==> config.mk <==
export PLATFORM = sky130hd
export DESIGN_NAME = bit_serializer
export DESIGN_NICKNAME = d
export VERILOG_FILES = /design/src/rtl/seq_pkg.sv /design/src/rtl/ser_pend_buf.sv /design/src/rtl/bit_serializer.sv
export SDC_FILE = /design/constraint.sdc
export NUM_CORES = 1
export LEC_CHECK = 0
export ABC_CLOCK_PERIOD_IN_PS = 1900
export CORE_MARGIN = 5
export CORE_UTILIZATION = 40
export CTS_CLUSTER_SIZE = 40
export DETAILED_ROUTE_END_ITERATION = 6
export PLACE_DENSITY = 0.72
export SLEW_MARGIN = 20
export SYNTH_ARGS = -nofsm -noshare
export SYNTH_HDL_FRONTEND = slang
export SYNTH_HIERARCHICAL = 1
export SYNTH_SLANG_ARGS = --single-unit
export TNS_END_PERCENT = 100
==> constraint.sdc <==
create_clock -name clk -period 1.9 [get_ports clk]
set_clock_uncertainty 0.1 [all_clocks]
set_input_delay 0.38 -clock clk [delete_from_list [all_inputs] [get_ports clk]]
set_output_delay 0.38 -clock clk [all_outputs]
set_load 0.01 [all_outputs]
==> src/rtl/seq_pkg.sv <==
// Shared definitions for the serializer front end and the sequence detector benches.
package seq_pkg;

    typedef enum logic {
        SER_IDLE  = 1'b0,
        SER_SHIFT = 1'b1
    } ser_state_e;

    localparam int unsigned SER_WIDTH   = 8;
    localparam logic [3:0]  DET_PATTERN = 4'b1011;

endpackage

==> src/rtl/ser_pend_buf.sv <==
// One-entry pending word register for bit_serializer, with full flag and ready decode.
module ser_pend_buf
    import seq_pkg::*;
#(
    parameter int unsigned WIDTH = SER_WIDTH
) (
    input  logic             clk_i,
    input  logic             rst_ni,
    input  logic             push_i,
    input  logic             pop_i,
    input  logic [WIDTH-1:0] data_i,
    output logic [WIDTH-1:0] data_o,
    output logic             full_o,
    output logic             ready_o
);

    logic             full_d, full_q;
    logic             en_d, en_q;
    logic [WIDTH-1:0] data_d, data_q;

    always_comb begin
        full_d = full_q;
        data_d = data_q;
        en_d   = 1'b1;
        if (pop_i) begin
            full_d = 1'b0;
        end
        if (push_i) begin
            full_d = 1'b1;
            data_d = data_i;
        end
    end

    // en_q keeps ready low during reset and raises it on the first edge after release.
    always_ff @(posedge clk_i or negedge rst_ni) begin
        if (!rst_ni) begin
            full_q <= 1'b0;
            en_q   <= 1'b0;
            data_q <= '0;
        end else begin
            full_q <= full_d;
            en_q   <= en_d;
            data_q <= data_d;
        end
    end

    assign data_o  = data_q;
    assign full_o  = full_q;
    assign ready_o = en_q & ~full_q;

endmodule

==> src/rtl/bit_serializer.sv <==
// Parallel-to-serial front end: streams WIDTH-bit words onto x one bit per clock, gap-free.
module bit_serializer
    import seq_pkg::*;
#(
    parameter int unsigned WIDTH     = SER_WIDTH,
    parameter bit          MSB_FIRST = 1'b1,
    parameter bit          IDLE_BIT  = 1'b0
) (
    input  logic             clk,
    input  logic             reset,
    input  logic [WIDTH-1:0] din,
    input  logic             din_valid,
    output logic             din_ready,
    output logic             x,
    output logic             x_valid,
    output logic             frame_start,
    output logic             busy
);

    localparam int unsigned    CW   = $clog2(WIDTH);
    localparam logic [CW-1:0]  LAST = CW'(WIDTH - 1);

    ser_state_e       state_d, state_q;
    logic [CW-1:0]    cnt_d, cnt_q;
    logic [WIDTH-1:0] sreg_d, sreg_q;
    logic             x_d, x_q;
    logic             xv_d, xv_q;
    logic             fs_d, fs_q;

    logic             accept, last, load;
    logic [WIDTH-1:0] load_word;
    logic             pend_push, pend_pop, pend_full, pend_ready;
    logic [WIDTH-1:0] pend_data;

    function automatic logic head(input logic [WIDTH-1:0] w);
        return MSB_FIRST ? w[WIDTH-1] : w[0];
    endfunction

    function automatic logic [WIDTH-1:0] tail(input logic [WIDTH-1:0] w);
        return MSB_FIRST ? (w << 1) : (w >> 1);
    endfunction

    assign accept    = din_valid & pend_ready;
    assign last      = (state_q == SER_SHIFT) && (cnt_q == LAST);
    assign pend_pop  = last & pend_full;
    // On the last bit with an empty buffer the incoming word bypasses straight to the shifter.
    assign pend_push = accept & (state_q == SER_SHIFT) & ~last;

    ser_pend_buf #(
        .WIDTH (WIDTH)
    ) u_pend (
        .clk_i   (clk),
        .rst_ni  (reset),
        .push_i  (pend_push),
        .pop_i   (pend_pop),
        .data_i  (din),
        .data_o  (pend_data),
        .full_o  (pend_full),
        .ready_o (pend_ready)
    );

    always_comb begin
        state_d   = state_q;
        cnt_d     = cnt_q;
        sreg_d    = sreg_q;
        x_d       = x_q;
        xv_d      = xv_q;
        fs_d      = fs_q;
        load      = 1'b0;
        load_word = '0;
        unique case (state_q)
            SER_IDLE: begin
                if (accept) begin
                    load      = 1'b1;
                    load_word = din;
                end
            end
            SER_SHIFT: begin
                if (last) begin
                    if (pend_full) begin
                        load      = 1'b1;
                        load_word = pend_data;
                    end else if (accept) begin
                        load      = 1'b1;
                        load_word = din;
                    end else begin
                        state_d = SER_IDLE;
                        cnt_d   = '0;
                        x_d     = IDLE_BIT;
                        xv_d    = 1'b0;
                        fs_d    = 1'b0;
                    end
                end else begin
                    x_d    = head(sreg_q);
                    sreg_d = tail(sreg_q);
                    cnt_d  = cnt_q + CW'(1);
                    fs_d   = 1'b0;
                end
            end
        endcase
        // The first bit goes straight to x; the shifter keeps the remaining bits.
        if (load) begin
            state_d = SER_SHIFT;
            cnt_d   = '0;
            x_d     = head(load_word);
            sreg_d  = tail(load_word);
            xv_d    = 1'b1;
            fs_d    = 1'b1;
        end
    end

    always_ff @(posedge clk or negedge reset) begin
        if (!reset) begin
            state_q <= SER_IDLE;
            cnt_q   <= '0;
            sreg_q  <= '0;
            x_q     <= IDLE_BIT;
            xv_q    <= 1'b0;
            fs_q    <= 1'b0;
        end else begin
            state_q <= state_d;
            cnt_q   <= cnt_d;
            sreg_q  <= sreg_d;
            x_q     <= x_d;
            xv_q    <= xv_d;
            fs_q    <= fs_d;
        end
    end

    assign x           = x_q;
    assign x_valid     = xv_q;
    assign frame_start = fs_q;
    assign busy        = (state_q == SER_SHIFT) | pend_full;
    assign din_ready   = pend_ready;

endmodule

# Yosys cells after proc, flatten, opt, wreduce, memory -nomap -nowiden
# Index checks and enable logic that the tools add are counted.
# W data, S select, Z words.
dict set report totals {
  word_cells 64
  output_inout_bits 5
  ff_bits 25
  input_bits 11
}
dict set report op_classes {
  addsub 1
  bitwise 9
  mux 32
  n_reduce_logical 7
  n_eq_ne 6
}
# operator count
set op_table {}
lappend op_table {{$mux W8} 6}
lappend op_table {{$mux W1} 19}
lappend op_table {{$pmux W8 S2} 1}
lappend op_table {{$mux W3} 5}
lappend op_table {{$reduce_bool A2 Y1} 3}
lappend op_table {{$and A1 B1 Y1} 5}
lappend op_table {{$ne A2 B1 Y1 const B} 2}
lappend op_table {{$reduce_and A4 Y1} 1}
lappend op_table {{$add A3 B1 Y3 const B} 1}
lappend op_table {{$eq A3 B3 Y1 const B} 1}
lappend op_table {{$ne A3 B2 Y1 const B} 1}
lappend op_table {{$ne A3 B3 Y1 const B} 1}
lappend op_table {{$not A1 Y1} 3}
lappend op_table {{$reduce_and A3 Y1} 1}
lappend op_table {{$ne A2 B2 Y1 const B} 1}
lappend op_table {{$pmux W1 S2} 1}
lappend op_table {{$reduce_and A2 Y1} 1}
lappend op_table {{$logic_and A1 B1 Y1} 1}
lappend op_table {{$or A1 B1 Y1} 1}

# Logic depth before layout (Yosys ltp)
# Gate-level depths: netlist of run 1.
dict set report logic_depth {
  word_depth 9
  depth_mapped 7
  mapped_depth_nobuf 6
}

# By module
# Netlist of run 1, hierarchy kept.
# mod instances cells_per_inst area_per_inst_um2 seq_area_each_um2
set by_module_without_submodules {}
lappend by_module_without_submodules {bit_serializer 1 98 887.1 350.3}
lappend by_module_without_submodules {ser_pend_buf 1 23 404.1 250.2}

# Worst setup path before layout of run 1
# Ideal clock, no wire load.
dict set report synth_path {
  path_type {register to register}
  from {register cnt_q[0]}
  to {register u_pend.data_q[0] (netlist: u_pend/data_o[0])}
  period_less_slack_ps 1824
  slack_ps 76
  required_ps 1675
  path_stages_with_launch 7
  setup_time_ps 125
  path_buffers 1
  arrival_time_ps 1599
  path_cell_list {dfrtp_1 -> ha_1 -> ha_1 -> nand2b_1 -> nor2_1 -> buf_6 -> mux2_4}
}
dict set report synth_between {
  elab_chain_len 4
}
# element line
set synth_rtl {}
lappend synth_rtl {{from (decl)} bit_serializer.sv:24} ;# logic [CW-1:0] cnt_d, cnt_q;
lappend synth_rtl {{from (signal assigned)} bit_serializer.sv:122} ;# cnt_q <= cnt_d;
lappend synth_rtl {{$eq A3 B3 Y1} bit_serializer.sv:44} ;# assign last = (state_q == SER_SHIFT) && (cnt_q == LAST);
lappend synth_rtl {{$logic_and A1 B1 Y1} bit_serializer.sv:44}
lappend synth_rtl {{$not A1 Y1} bit_serializer.sv:47} ;# assign pend_push = accept & (state_q == SER_SHIFT) & ~last;
lappend synth_rtl {{$and A1 B1 Y1} bit_serializer.sv:47}
lappend synth_rtl {{via pend_push} bit_serializer.sv:32} ;# logic pend_push, pend_pop, pend_full, pend_ready;
lappend synth_rtl {{to (signal assigned)} ser_pend_buf.sv:43} ;# data_q <= data_d;
lappend synth_rtl {{to (decl)} ser_pend_buf.sv:19} ;# logic [WIDTH-1:0] data_d, data_q;
# The timed path passes the listed nets, and every way through them passes these cells.
# A chain may end at the register's enable or synchronous reset.

# Final worst setup path of run 1
dict set report layout_path {
  from {register u_pend.full_q (netlist: u_pend/full_o)}
  to {output port busy}
}
dict set report layout_between {
  elab_chain_len 1
}
# element line
set layout_rtl {}
lappend layout_rtl {{from (decl)} ser_pend_buf.sv:17} ;# logic full_d, full_q;
lappend layout_rtl {{from (signal assigned)} ser_pend_buf.sv:41} ;# full_q <= full_d;
lappend layout_rtl {{$or A1 B1 Y1} bit_serializer.sv:133} ;# assign busy = (state_q == SER_SHIFT) | pend_full;
lappend layout_rtl {{to (decl)} bit_serializer.sv:17} ;# output logic busy
# No other way between the ends.

==> impl_metrics.json, run 1 <==
{
  "syn_nets": 134,
  "grt_pass1_vias": 1020,
  "min_period_ns": 1.83,
  "finalCritPeriodShare_pct": 96.1,
  "yosysWarnings": 6,
  "synth.most_common_cell": "dfrtp_1",
  "outcome": "completed",
  "switchingPower_mw": 0.788,
  "use_met3_pct": 1.85,
  "drive_above_1_share_pct": 28.0,
  "rows": 20,
  "layout-area-overhead-vs-synth_pct": 26.6,
  "gr-usage-met1_pct": 17.8,
  "portBuffers": 15,
  "antenna_found_initial": 0,
  "drc": 0,
  "numCtsBuffers": 3,
  "postSynthCellCount": 121,
  "final_nets": 164,
  "end_kind": "primary output",
  "hp-class": "in2async",
  "startpoint_type": "flop",
  "via_per_inst": 5.31,
  "ys_seq_elements": 24,
  "wl_per_cell_microns": 14.1,
  "cts.htree.levels": 1,
  "power_frac_seq_pct": 37.6,
  "combPwrFrac_pct": 46.3,
  "synthesis.area_sq_um": 1290,
  "ant_nets": 0,
  "setup-violations-final": 0,
  "cp.required_ns": 1.42,
  "grt_pass1_wl_microns": 4600,
  "globalRouteMet2Util_pct": 22.2,
  "max_freq_ghz": 0.548,
  "num_vias": 1030,
  "die_h_microns": 66.8,
  "ctsHoldBuffers": 0,
  "drtIter0Drc": 27,
  "cp.arrival_ns": 1.35,
  "finalPower_mw": 2.31,
  "synth_cell_types": 32,
  "yosysSeqAreaShare_pct": 46.5,
  "internal_power_mw": 1.52,
  "yosysTopAreaCellShare_pct": 46.5,
  "cts.sinks": 24,
  "critical_path_peak_fanout": 4,
  "whs_ns": 0.298,
  "die_area_sq_um": 4460,
  "clock_path_buffers": 2,
  "cts_tree": "done",
  "p_leak_nw": 0.702,
  "synthFlopType": "dfrtp_1",
  "place_congestion": 0.884,
  "boundaryPins": 16,
  "start_util_pct": 42.0,
  "pwr-share-clk_pct": 16.1,
  "gr-total-overflow": 0,
  "dr.pass1.iters": 4,
  "p_sw_share_pct": 34.1,
  "clk_latency_ns": 0.31,
  "netlist_top_cells_area": "dfrtp_1, mux2_4, nand2_1",
  "synthesis.area_per_instance_sq_um": 10.7,
  "grt_max_degree": 25,
  "path_class": "reg2out",
  "synth_commonest_cells": "dfrtp_1, nand2_1, mux2_4, nor2b_1",
  "ys_async_sr_fraction_pct": 100,
  "clkTransAtPathRegs_ns": 0.14,
  "routed_wl_microns": 2730,
  "synth_top_area_cell": "dfrtp_1",
  "timing.max_cap.violations": 0,
  "diodes": 0,
  "synth_edf_count": 0,
  "rsz0062_at_grt": "no",
  "grt_busiest_layer": "met2",
  "finalMaxSlewViolations": 0,
  "grt_usage_pct": 13.5,
  "fin_setup_tns_ns": 0,
  "cts-root-buf": "clkbuf_4",
  "r2r_start": "cnt_q[0]",
  "p_per_area_nw_per_um2": 1410,
  "hold_viol": 0,
  "ir_drop_mv": 0.628,
  "crit_start": "u_pend/full_o",
  "fp.dieW_microns": 66.8,
  "coreArea_sq_um": 3080,
  "dp_hpwl_microns": 2020
}
==> power by group through the flow <==
| stage | combinational (mW) | sequential, mW | clock (mW) |
|---|---|---|---|
| after detailed placement | 1.03 | 0.876 | 0 |
| final | 1.07 | 0.869 | 0.373 |
| after CTS | 1.05 | 0.867 | 0.376 |
| after global routing | 1.17 | 0.891 | 0.399 |
| after floorplan | 0.715 | 0.842 | 0 |
| after global placement | 1.00 | 0.867 | 0 |
==> path summary, 6_finish.rpt <==
check	slack, ns	endpoint	depth (start not counted)
hold / removal	0.30	u_pend/data_o[2]	2
setup / recovery	0.07	busy	2
min in group clk	0.40	frame_start	2
hold reg to reg	0.40	frame_start	2
setup reg to reg	0.08	sreg_q[7]	7
max in group asynchronous	1.15	u_pend/full_o	2
==> state kept, by name, indices dropped and copies added, names as in the netlist <==
name	flops
cnt_q	3
frame_start	1
sreg_q	7
state_q	1
u_pend/data_o	8
u_pend/en_q	1
u_pend/full_o	1
x	1
x_valid	1
==> layout by cell type, fill, tap and decap left out, types with 2 or more instances in the layout <==
cell	synthesis	final
dfrtp_1	24	23
buf_4	0	16
nand2_1	16	15
clkdlybuf4s50_1	0	13
mux2_4	8	8
nor2b_1	8	7
a21oi_1	6	6
o21ai_0	6	6
o22ai_1	5	5
nand2b_1	4	4
a22o_1	4	4
inv_1	3	3
nor2_1	4	3
nor3_1	3	3
a22oi_1	3	3
clkbuf_4	0	3
and2_1	2	2
o2bb2ai_1	2	2
dlygate4sd2_1	0	2
==> worst max-delay path, stage by stage, from the launching register on <==
cell and delay [ns]:
dfrtp_2 0.47, or2_2 0.28, dlygate4sd2_1 0.28
==> per-stage QoR <==
step	std cells	utilization, %	area (sq um)	setup slack, ns
floorplan	121	-	1290	0.0758
global route	194	53.1	1630	0.0122
global placement	188	50.3	1550	0.0252
detailed placement	188	50.3	1550	-0.0260
CTS	193	52.6	1620	0.0112
finish	194	53.1	1630	0.0741
==> layer usage <==
layer	vias up	share of wire, %
met2	26	49
met1	509	46
met5	-	0
li1	489	-
met4	0	1.7
met3	6	4.0
==> layout make-up <==
cell class / count / area, sq um
Tap cell: 44 / 55.1
Fill cell: 289 / 1440
Sequential cell: 24 / 602
Inverter: 3 / 11.3
Clock buffer: 3 / 22.5
Multi-Input combinational cell: 87 / 634
Timing Repair Buffer: 32 / 279
Clock inverter: 1 / 30.0
==> what timing repair did <==
action / in CTS / in global routing
gates resized for setup: 7 / 3
endpoints found under the setup margin: 4 / 10
setup buffers: 1 / 1
pin swaps: 1 / 2
==> logic make-up after synthesis <==
group                    count (synthesis)  share of synthesized area, %
other                                    1                         0.290
adder cells (fa/ha/maj)                  2                          1.94
multiplexers                             9                          10.1
AND/OR/NAND/NOR                         41                          15.8
buffers and inverters                   10                          5.52
flip-flops                              24                          46.5
AO/OA/AOI/OAI                           34                          19.9
Power figures use the tool's default switching activity.
==> inputs of run 2 (changes only) <==
--- a/config.mk
+++ b/config.mk
@@ -7,11 +7,10 @@
 export LEC_CHECK = 0
 export ABC_CLOCK_PERIOD_IN_PS = 1900
 export CORE_MARGIN = 5
-export CORE_UTILIZATION = 40
+export CORE_UTILIZATION = 49
 export CTS_CLUSTER_SIZE = 40
 export DETAILED_ROUTE_END_ITERATION = 6
-export PLACE_DENSITY = 0.72
-export SLEW_MARGIN = 20
+export PLACE_DENSITY = 0.84
 export SYNTH_ARGS = -nofsm -noshare
 export SYNTH_HDL_FRONTEND = slang
 export SYNTH_HIERARCHICAL = 1
==> run 2 against run 1 <==
  * First-iteration DRC count grew 22%
  * Cell area shrank 2.6%
  * Total power shrank 3.7%
  * Flip-flop and latch count is the same
  * Sequential power grew 1%
  * Cell count shrank 7.7%
==> impl_metrics.json, run 2 (synthesis gave the netlist of run 1 again) <==
{
  "final_common_cell": "dfrtp_1",
  "cts-root-buf": "clkbuf_4",
  "final_cells": 179,
  "grt_usage_pct": 17.1,
  "layout-area-overhead-vs-synth_pct": 23.3,
  "finalMaxSlewViolations": 0,
  "finalCritPeriodShare_pct": 96.4,
  "clock_path_buffers": 2,
  "pwr-share-clk_pct": 9.9,
  "place_congestion": 0.871,
  "setup-violations-final": 0,
  "p_leak_nw": 0.690,
  "drive_above_1_share_pct": 26.8,
  "p_sw_share_pct": 36.4,
  "end_kind": "flop",
  "power_frac_seq_pct": 39.6,
  "fin_area_sq_um": 1590,
  "largest_reg_flops": 8,
  "clkTransAtPathRegs_ns": 0.13,
  "critical_path_peak_fanout": 8,
  "dp.cells": 173,
  "via_per_inst": 5.66,
  "die_area_sq_um": 3760,
  "numCtsBuffers": 3,
  "cp.required_ns": 2.01,
  "portBuffers": 15,
  "rows": 18,
  "clk_latency_ns": 0.31,
  "num_vias": 1014,
  "ant_nets": 0,
  "diodes": 0,
  "hp-class": "in2async",
  "dp_hpwl_microns": 2090,
  "cp.arrival_ns": 1.94,
  "drtIter0Drc": 33,
  "cts_tree": "done",
  "max_freq_ghz": 0.546,
  "fin_setup_tns_ns": 0,
  "drc": 0,
  "grt_max_degree": 25,
  "die_h_microns": 61.3,
  "grt_pass1_wl_microns": 4760,
  "final_core_util_pct": 63.7,
  "coreArea_sq_um": 2500,
  "cts.sinks": 24,
  "p_per_area_nw_per_um2": 1400,
  "start_util_pct": 51.7,
  "outcome": "completed",
  "finalPower_mw": 2.22,
  "place_area_sq_um": 1520,
  "min_period_ns": 1.83,
  "ir_drop_mv": 0.809,
  "fin_ws_ns": 0.0686,
  "wl_per_cell_microns": 16.2,
  "internal_power_mw": 1.41,
  "fp.dieW_microns": 61.3,
  "gr-total-overflow": 0,
  "pre_cts_slack_ns": -0.0914,
  "timing.max_cap.violations": 0,
  "antenna_found_initial": 0,
  "grt_pass1_vias": 1031,
  "layout_common_cells": "dfrtp_1, nand2_1, buf_4",
  "startpoint_type": "flop",
  "boundaryPins": 16,
  "cts.htree.levels": 1,
  "switchingPower_mw": 0.810,
  "ctsHoldBuffers": 0,
  "whs_ns": 0.310,
  "routed_wl_microns": 2910,
  "final_nets": 164,
  "dr.pass1.iters": 4,
  "combPwrFrac_pct": 50.5,
  "hold_viol": 0,
  "rsz0062_at_grt": "no",
  "path_class": "reg2reg"
}
run 2: changes by cell type in the layout (fill, tap and decap cells not counted), sizes merged:
cell    previous run  this run
bufinv             1         0
run 2: timing repair:
item	CTS	global route
endpoints found under the setup margin	11	11
gates resized for setup	5	5
pin swaps	0	1
setup buffers	1	2
run 2: worst paths after layout:
check / startpoint / to / slack [ns] / cells past startpoint
max: cnt_q[0] / u_pend/data_o[7] / 0.07 / 6
min: reset / u_pend/full_o / 0.31 / 2
max reg2reg: cnt_q[0] / u_pend/data_o[7] / 0.07 / 6
min reg2reg: sreg_q[4] / sreg_q[4] / 0.41 / 2
max in group asynchronous: reset / u_pend/full_o / 1.14 / 2
min in group clk: sreg_q[4] / sreg_q[4] / 0.41 / 2
run 2: power groups by stage:
stage	registers, mW	logic, mW	clock network [mW]
after floorplan	0.842	0.715	0
after global placement	0.873	0.983	0
after detailed placement	0.885	1.03	0
after CTS	0.871	1.05	0.223
after global routing	0.906	1.23	0.247
final	0.880	1.12	0.220
run 2: metal layers:
metal / wire length [microns] / global-route usage (%)
met3: 129 / 2.73
met5: 0 / 0
met4: 62 / 5.76
met1: 1250 / 21.9
met2: 1460 / 29.6
run 2: cell type report:
cell class | count | area (sq um)
Clock buffer | 3 | 22.5
Fill cell | 193 | 908
Inverter | 3 | 11.3
Multi-Input combinational cell | 87 | 639
Sequential cell | 24 | 602
Tap cell | 30 | 37.5
Timing Repair Buffer | 32 | 279
run 2: worst max-delay path, cell delays in order (launching register included):
cell,delay [ns]
dfrtp_1,0.42
ha_2,0.20
ha_4,0.18
nand2b_1,0.17
nor2_2,0.17
buf_4,0.17
mux2_4,0.30
